### config.mk
export PLATFORM = sky130hd
export DESIGN_NAME = stall_ctrl
export DESIGN_NICKNAME = d
export VERILOG_FILES = /design/src/rtl/stall_ctrl.sv
export SDC_FILE = /design/constraint.sdc
export NUM_CORES = 1
export LEC_CHECK = 0
export CAP_MARGIN = 10
export CELL_PAD_IN_SITES_DETAIL_PLACEMENT = 1
export CELL_PAD_IN_SITES_GLOBAL_PLACEMENT = 1
export CORE_ASPECT_RATIO = 1.4
export CORE_MARGIN = 10
export CORE_UTILIZATION = 23
export DETAILED_ROUTE_END_ITERATION = 16
export GPL_ROUTABILITY_DRIVEN = 0
export PLACE_DENSITY_LB_ADDON = 0.1
export SYNTH_ARGS = -nofsm -noshare
export SYNTH_HDL_FRONTEND = slang
export SYNTH_SLANG_ARGS = --single-unit
### constraint.sdc
create_clock -name clk -period 2.1 [get_ports clk]
set_input_delay 0.21 -clock clk [delete_from_list [all_inputs] [get_ports clk]]
set_output_delay 0.21 -clock clk [all_outputs]
set_load 0.02 [all_outputs]
### src/rtl/stall_ctrl.sv
// Pipeline stall/flush controller: BOOT/RUN/DRAIN/HALTED FSM with prioritised hazard handling.
// Optional performance counters are built only when STALL_CTRL_PERF_EN is defined.
module stall_ctrl (
  input  logic        clk,
  input  logic        rst,
  input  logic        hdu_stall,
  input  logic        imem_stall,
  input  logic        dmem_stall,
  input  logic        branch_flush,
  input  logic        halt,
  output logic        pc_we,
  output logic        if_id_we,
  output logic        if_id_flush,
  output logic        id_ex_we,
  output logic        id_ex_bubble,
  output logic        ex_mem_we,
  output logic        mem_wb_we,
  output logic        halted,
  output logic [15:0] load_use_cnt,
  output logic [15:0] dmem_wait_cnt,
  output logic [15:0] flush_cnt
);

  typedef enum logic [1:0] {
    BOOT   = 2'd0,
    RUN    = 2'd1,
    DRAIN  = 2'd2,
    HALTED = 2'd3
  } state_t;

  state_t     state, state_nxt;
  logic [1:0] drain_cnt, drain_nxt;

  always_ff @(posedge clk or posedge rst) begin
    if (rst) begin
      state     <= BOOT;
      drain_cnt <= 2'd0;
    end else begin
      state     <= state_nxt;
      drain_cnt <= drain_nxt;
    end
  end

  // A frozen DRAIN cycle holds the counter, so memory waits stretch the drain.
  always_comb begin
    state_nxt = state;
    drain_nxt = drain_cnt;
    case (state)
      BOOT: state_nxt = RUN;
      RUN: begin
        if (halt && !dmem_stall) begin
          state_nxt = DRAIN;
          drain_nxt = 2'd3;
        end
      end
      DRAIN: begin
        if (!dmem_stall) begin
          drain_nxt = drain_cnt - 2'd1;
          if (drain_cnt == 2'd1) state_nxt = HALTED;
        end
      end
      HALTED: state_nxt = HALTED;
      default: begin
        state_nxt = BOOT;
        drain_nxt = 2'd0;
      end
    endcase
  end

  always_comb begin
    pc_we        = 1'b0;
    if_id_we     = 1'b0;
    if_id_flush  = 1'b0;
    id_ex_we     = 1'b0;
    id_ex_bubble = 1'b0;
    ex_mem_we    = 1'b0;
    mem_wb_we    = 1'b0;
    halted       = 1'b0;
    case (state)
      BOOT: begin
        if_id_we     = 1'b1;
        if_id_flush  = 1'b1;
        id_ex_we     = 1'b1;
        id_ex_bubble = 1'b1;
        ex_mem_we    = 1'b1;
        mem_wb_we    = 1'b1;
      end
      RUN: begin
        if (dmem_stall) begin
          pc_we = 1'b0;
        end else if (branch_flush) begin
          pc_we       = 1'b1;
          if_id_we    = 1'b1;
          if_id_flush = 1'b1;
          id_ex_we    = 1'b1;
          ex_mem_we   = 1'b1;
          mem_wb_we   = 1'b1;
        end else if (hdu_stall) begin
          id_ex_we     = 1'b1;
          id_ex_bubble = 1'b1;
          ex_mem_we    = 1'b1;
          mem_wb_we    = 1'b1;
        end else if (imem_stall) begin
          if_id_we    = 1'b1;
          if_id_flush = 1'b1;
          id_ex_we    = 1'b1;
          ex_mem_we   = 1'b1;
          mem_wb_we   = 1'b1;
        end else begin
          pc_we     = 1'b1;
          if_id_we  = 1'b1;
          id_ex_we  = 1'b1;
          ex_mem_we = 1'b1;
          mem_wb_we = 1'b1;
        end
      end
      DRAIN: begin
        if (!dmem_stall) begin
          if_id_we    = 1'b1;
          if_id_flush = 1'b1;
          id_ex_we    = 1'b1;
          ex_mem_we   = 1'b1;
          mem_wb_we   = 1'b1;
        end
      end
      HALTED: halted = 1'b1;
      default: ;
    endcase
  end

  // Fetch may only advance when IF/ID either captures or squashes.
  a_fetch_safe: assert property (@(posedge clk) disable iff (rst)
    pc_we |-> (if_id_we || if_id_flush));

`ifdef STALL_CTRL_PERF_EN
  function automatic logic [15:0] sat_inc(input logic [15:0] v, input logic en);
    return (en && v != 16'hFFFF) ? v + 16'd1 : v;
  endfunction

  logic hdu_honoured, dmem_frozen, flush_honoured;

  assign hdu_honoured   = (state == RUN) && !dmem_stall && !branch_flush && hdu_stall;
  assign dmem_frozen    = ((state == RUN) || (state == DRAIN)) && dmem_stall;
  assign flush_honoured = (state == RUN) && !dmem_stall && branch_flush;

  always_ff @(posedge clk or posedge rst) begin
    if (rst) begin
      load_use_cnt  <= 16'h0000;
      dmem_wait_cnt <= 16'h0000;
      flush_cnt     <= 16'h0000;
    end else begin
      load_use_cnt  <= sat_inc(load_use_cnt, hdu_honoured);
      dmem_wait_cnt <= sat_inc(dmem_wait_cnt, dmem_frozen);
      flush_cnt     <= sat_inc(flush_cnt, flush_honoured);
    end
  end
`else
  assign load_use_cnt  = 16'h0000;
  assign dmem_wait_cnt = 16'h0000;
  assign flush_cnt     = 16'h0000;
`endif

endmodule
==> results of run 1 <==
[worst register-to-register path, stage by stage (launching register included)]
cell	delay (ps)
dfrtp_1	380
inv_1	110
ha_1	240
buf_4	150
o211a_1	210
mux2_2	260
[stage by stage]
step	std cells	setup WS, ps	instance area, µm²
final	150	183	807
after floorplan	140	470	931
after CTS	150	140	807
after global placement	147	75.2	774
after detailed placement	147	72.7	774
after global routing	150	43.2	807
[sequential cells by signal (all words and copies together) (netlist names)]
| signal | count |
|---|---|
| state | 2 |
| drain_cnt | 2 |
[power breakdown]
| group | leakage, nW | internal (W) | switching (W) |
|---|---|---|---|
| Sequential | 0.0455 | 0.0000777 | 0 |
| Combinational | 0.415 | 0.0000141 | 0.0000878 |
| Clock | 0.0216 | 0.000122 | 0.0000357 |
| Total | 0.482 | 0.000214 | 0.000123 |
[layout make-up]
type                       count  area share
inverter                       8      0.0372
multi-input combinational     78       0.527
tap                           39      0.0605
sequential                     4       0.124
timing repair buffer          18       0.200
clock buffer                   3      0.0512
[metal layers]
layer | vias to the layer above | GRT usage | wire (µm)
met5 | - | 0 | 0
met3 | 3 | 0.0179 | 217
li1 | 231 | - | -
met2 | 35 | 0.0992 | 957
met4 | 0 | 0.0220 | 21
met1 | 215 | 0.0470 | 570
[cells in the final DEF (no fill, tap or decap), types with 2 or more instances in the layout]
master / Yosys / final
clkdlybuf4s50_1: 0 / 7
dlygate4sd2_1: 0 / 7
conb_1: 1 / 48
buf_4: 50 / 4
dfrtp_1: 4 / 4
nor2_1: 3 / 3
mux2i_1: 2 / 2
nand3_1: 2 / 2
ha_1: 7 / 7
o21ai_0: 3 / 3
inv_1: 8 / 8
a21oi_1: 3 / 3
clkbuf_8: 0 / 3
[cells by family after synthesis]
kind of cell	Yosys count	share of synthesized area
other cells	1	0.00497
mux	3	0.0415
fa+ha+maj	7	0.116
simple gates	9	0.0680
compound gates	11	0.0995
buf+inv	58	0.537
flops	4	0.133
[worst max-delay path by stage]
stage	startpoint	slack (ps)	end	cells past startpoint
6_report	state[0]	180	if_id_flush	5
5_1_grt	state[1]	40	if_id_we	6
4_1_cts	state[0]	140	if_id_flush	5
3_5_place_dp	state[0]	70	if_id_flush	5
3_3_place_gp	state[1]	80	if_id_we	6
2_1_floorplan	state[1]	470	if_id_flush	4
==> impl_metrics.toml, run 1 <==
[synth]
synth_top_cell_area_share = 0.498
synthTopCellsByArea = "buf_4 50%, dfrtp_1 13%, ha_1 12%"
yosysWarnings = 0
synth_ff_type = "dfrtp_1"
synth_edf_count = 0
synth_area_leader_cell = "buf_4"
post-synth-top-count-cell = "buf_4"
synth-seq-cells = 4
async_flop_share = 1.00
synth.distinct_cells = 20
yosysSeqAreaShare = 0.133
synthTopCellsByCount = "50 x buf_4, 8 x inv_1, 7 x ha_1"
synthCells = 93
syn_avg_cell_area_um2 = 8.11
syn_area_um2 = 754

[pwr]
p_per_area_nw_per_um2 = 418
peakVddDrop_mv = 0.275
power.total_w = 0.000337
p_leak_nw = 0.482

[die]
num_io_pins = 63
die-area_um2 = 6000
rows = 24
core_area_um2 = 3120
dieHeight_um = 87.8
dieWidth_um = 68.4
start_util = 0.242

[timing]
whs_ps = 178
hold_violations = 0
rsz0062_at_grt = "no"
fin_crit_ps = 1920
fin_crit_sh = 0.913
skew_ps = 0.508
setup_tns_ps = 0
drv_slew = 0
clock.fmax_mhz = 522
setup_viol = 0

[placement]
portBuffers = 14
hpwl_um = 1640

[worst_setup_path]
crit_buf_inv = 3
reg2reg_from = "state[0]"
cp_top_family = "buffers and inverters"
crit_path_end_kind = "primary output"
path_common_cell = "inv_1"
rr_endpoint = "drain_cnt[0]"
reg2reg_depth = 5
max_stage_delay_ps = 400
crit_type = "reg -> out"
cp.required_ps = 1890
reg2reg_slack_ps = 630
cp_slowest_cell = "dfrtp_1"
path_cells = "inv_1 -> ha_1 -> inv_1 -> a221oi_1 -> dlygate4sd2_1"
cp-start-kind = "register"
critPathMaxFanout = 5
crit_arrival_ps = 1710

[clock_tree]
numClockSinks = 4
cts_tree = "done"
numCtsBuffers = 3
post_cts_buffers = 0
clockBufferDepth = 2
ctsResizeCount = 7
clkSlewWorstSetupHoldPaths_ps = 30
worstSkewPairLatency_ps = 210
hold_buffers = 0
cts_root_buf = "clkbuf_8"
h-tree-depth = 1

[grt]
grt.total_usage = 0.0521
grt_pass1_wl_um = 2450
grt_max_degree = 6
grt_overflow = 0
antenna_found_initial = 0
grt_pass1_vias = 513

[layout]
drive_gt1_frac = 0.108
post-route-util = 0.258
fillers = 409
multi_input_area_um2 = 425
area_delta_synth_final_pct = 6.97
final_nets = 127
n_antenna_cell = 0
seqCellArea_um2 = 100

[status]
outcome = "complete, no violations"

[routing]
wl_per_cell_um = 11.8
wirelength_um = 1770
drt_iter0_markers = 7
ant_nets = 0
vias_per_cell = 3.23
dr_total_vias = 484
drc = 0
first_pass_iters = 2

[flow_run]
cap_violations = 0

[hold_path]
hold_path.class = "in -> async"
Note: power is estimated with default switching activity, not from simulation.
==> inputs of run 2 (changes only) <==
Settings changed: CORE_UTILIZATION 23 to 21.
Clock period 2.1 ns to 1.9 ns, I/O delays scaled along.
==> run 2 against run 1 <==
Highest routed layer unchanged. Clock power grew 11%. Sequential power grew 11%. Sequential share of layout area shrank 0.69 points. Clock skew is essentially flat. Via count grew 7.2%. Critical path depth shrank 1. Sequential cell count is the same. Critical endpoint is now id_ex_bubble.
==> impl_metrics.toml, run 2 (synthesis results as in run 1) <==
[status]
outcome = "complete, no violations"

[worst_setup_path]
crit_buf_inv = 1
crit_arrival_ps = 1590
critPathMaxFanout = 4
cp_top_family = "flip-flops"
max_stage_delay_ps = 400
crit_path_end_kind = "primary output"
crit_type = "reg -> out"
cp.required_ps = 1710
path_cells = "ha_2 -> and2b_2 -> a31o_2 -> dlygate4sd2_1"
cp-start-kind = "register"
cp_slowest_cell = "dfrtp_1"

[routing]
ant_nets = 0
drt_iter0_markers = 13
dr_total_vias = 519
wl_per_cell_um = 12.1
first_pass_iters = 2
drc = 0
vias_per_cell = 3.26
wirelength_um = 1920

[grt]
grt_pass1_wl_um = 3000
grt.total_usage = 0.0574
antenna_found_initial = 0
grt_pass1_vias = 581
grt_max_degree = 5
grt_overflow = 0

[layout]
area_delta_synth_final_pct = 13.3
final_nets = 135
stdcell_area_um2 = 855
layout_common_cells = "48 x conb_1, 12 x buf_4, 8 x inv_1"
final_common_cell = "conb_1"
top_regs = "drain_cnt x2, state x2"
fillers = 439
drive_gt1_frac = 0.227
n_antenna_cell = 0

[die]
dieWidth_um = 70.7
rows = 25
num_io_pins = 63
dieHeight_um = 90.9
die-area_um2 = 6420
start_util = 0.221
core_area_um2 = 3410

[clock_tree]
worstSkewPairLatency_ps = 210
clkSlewWorstSetupHoldPaths_ps = 30
numClockSinks = 4
post_cts_buffers = 0
cts_tree = "done"
clockBufferDepth = 2
hold_buffers = 0
cts_root_buf = "clkbuf_8"
ctsResizeCount = 10
h-tree-depth = 1
numCtsBuffers = 3

[timing]
setup_viol = 0
whs_ps = 158
skew_ps = 0.575
rsz0062_at_grt = "no"
setup_tns_ps = 0
fin_crit_sh = 0.937
clock.fmax_mhz = 562
fin_crit_ps = 1780
hold_violations = 0
drv_slew = 0

[placement]
portBuffers = 14
dpl_cell_area_um2 = 836
hpwl_um = 1810

[pwr]
p_leak_nw = 0.500
peakVddDrop_mv = 0.324
p_per_area_nw_per_um2 = 440
power.total_w = 0.000376

[hold_path]
hold_path.class = "in -> async"

[flow_run]
cap_violations = 0
==> run 2: cell types whose count changed in the layout (fill, tap and decap cells not counted), sizes merged <==
cell         before  now
dlygate4sd2       7    2
buf               4   13
clkbuf            3    7
==> run 2: cell type report <==
type                            instances  area [µm²]  share of cell area
Multi-Input combinational cell         78         430               0.504
Timing Repair Buffer                   26         203               0.237
Sequential cell                         4         100               0.117
Tap cell                               40        50.0              0.0586
Clock buffer                            3        41.3              0.0483
Inverter                                8        30.0              0.0351
==> run 2: through the flow <==
step	setup slack, ps	utilization	cells
floorplan	290	-	140
global placement	-79.1	0.245	156
detailed placement	-97.3	0.245	156
CTS	2.91	0.256	159
global route	4.18	0.251	159
finish	119	0.251	159
==> run 2: final timing paths <==
kind                                     end          from  slack (ps)  depth (start not counted)
worst min register to register  drain_cnt[1]  drain_cnt[1]         500                          1
max in group asynchronous       drain_cnt[1]           rst        1590                          2
worst max register to register  drain_cnt[0]      state[0]         410                          5
worst min-delay path                state[0]           rst         160                          2
min in group clk                drain_cnt[1]  drain_cnt[1]         500                          1
worst max-delay path            id_ex_bubble      state[0]         120                          4
==> run 2: power by group <==
| group | leakage [nW] | internal (W) | switching, W | total [W] |
|---|---|---|---|---|
| logic | 0.433 | 0.0000181 | 0.0000974 | 0.000116 |
| clock network | 0.0216 | 0.000135 | 0.0000396 | 0.000174 |
| registers | 0.0455 | 0.0000859 | 0 | 0.0000859 |
| total | 0.500 | 0.000239 | 0.000137 | 0.000376 |
==> run 2: per-layer routing <==
layer / track usage / part of all wire / wire length, µm / up-vias
met2: 0.110 / 0.56 / 1070 / 34
met1: 0.0527 / 0.36 / 681 / 233
met4: 0.0243 / 0.0063 / 12 / 0
met3: 0.0198 / 0.080 / 154 / 4
li1: - / - / - / 248
met5: 0 / 0 / 0 / -
==> inputs of run 3 (changes only) <==
Settings changed: CTS_CLUSTER_DIAMETER from default to 200.
==> results of run 3 <==
Same layout as run 2: the final DEF is identical, and so are final timing and power.
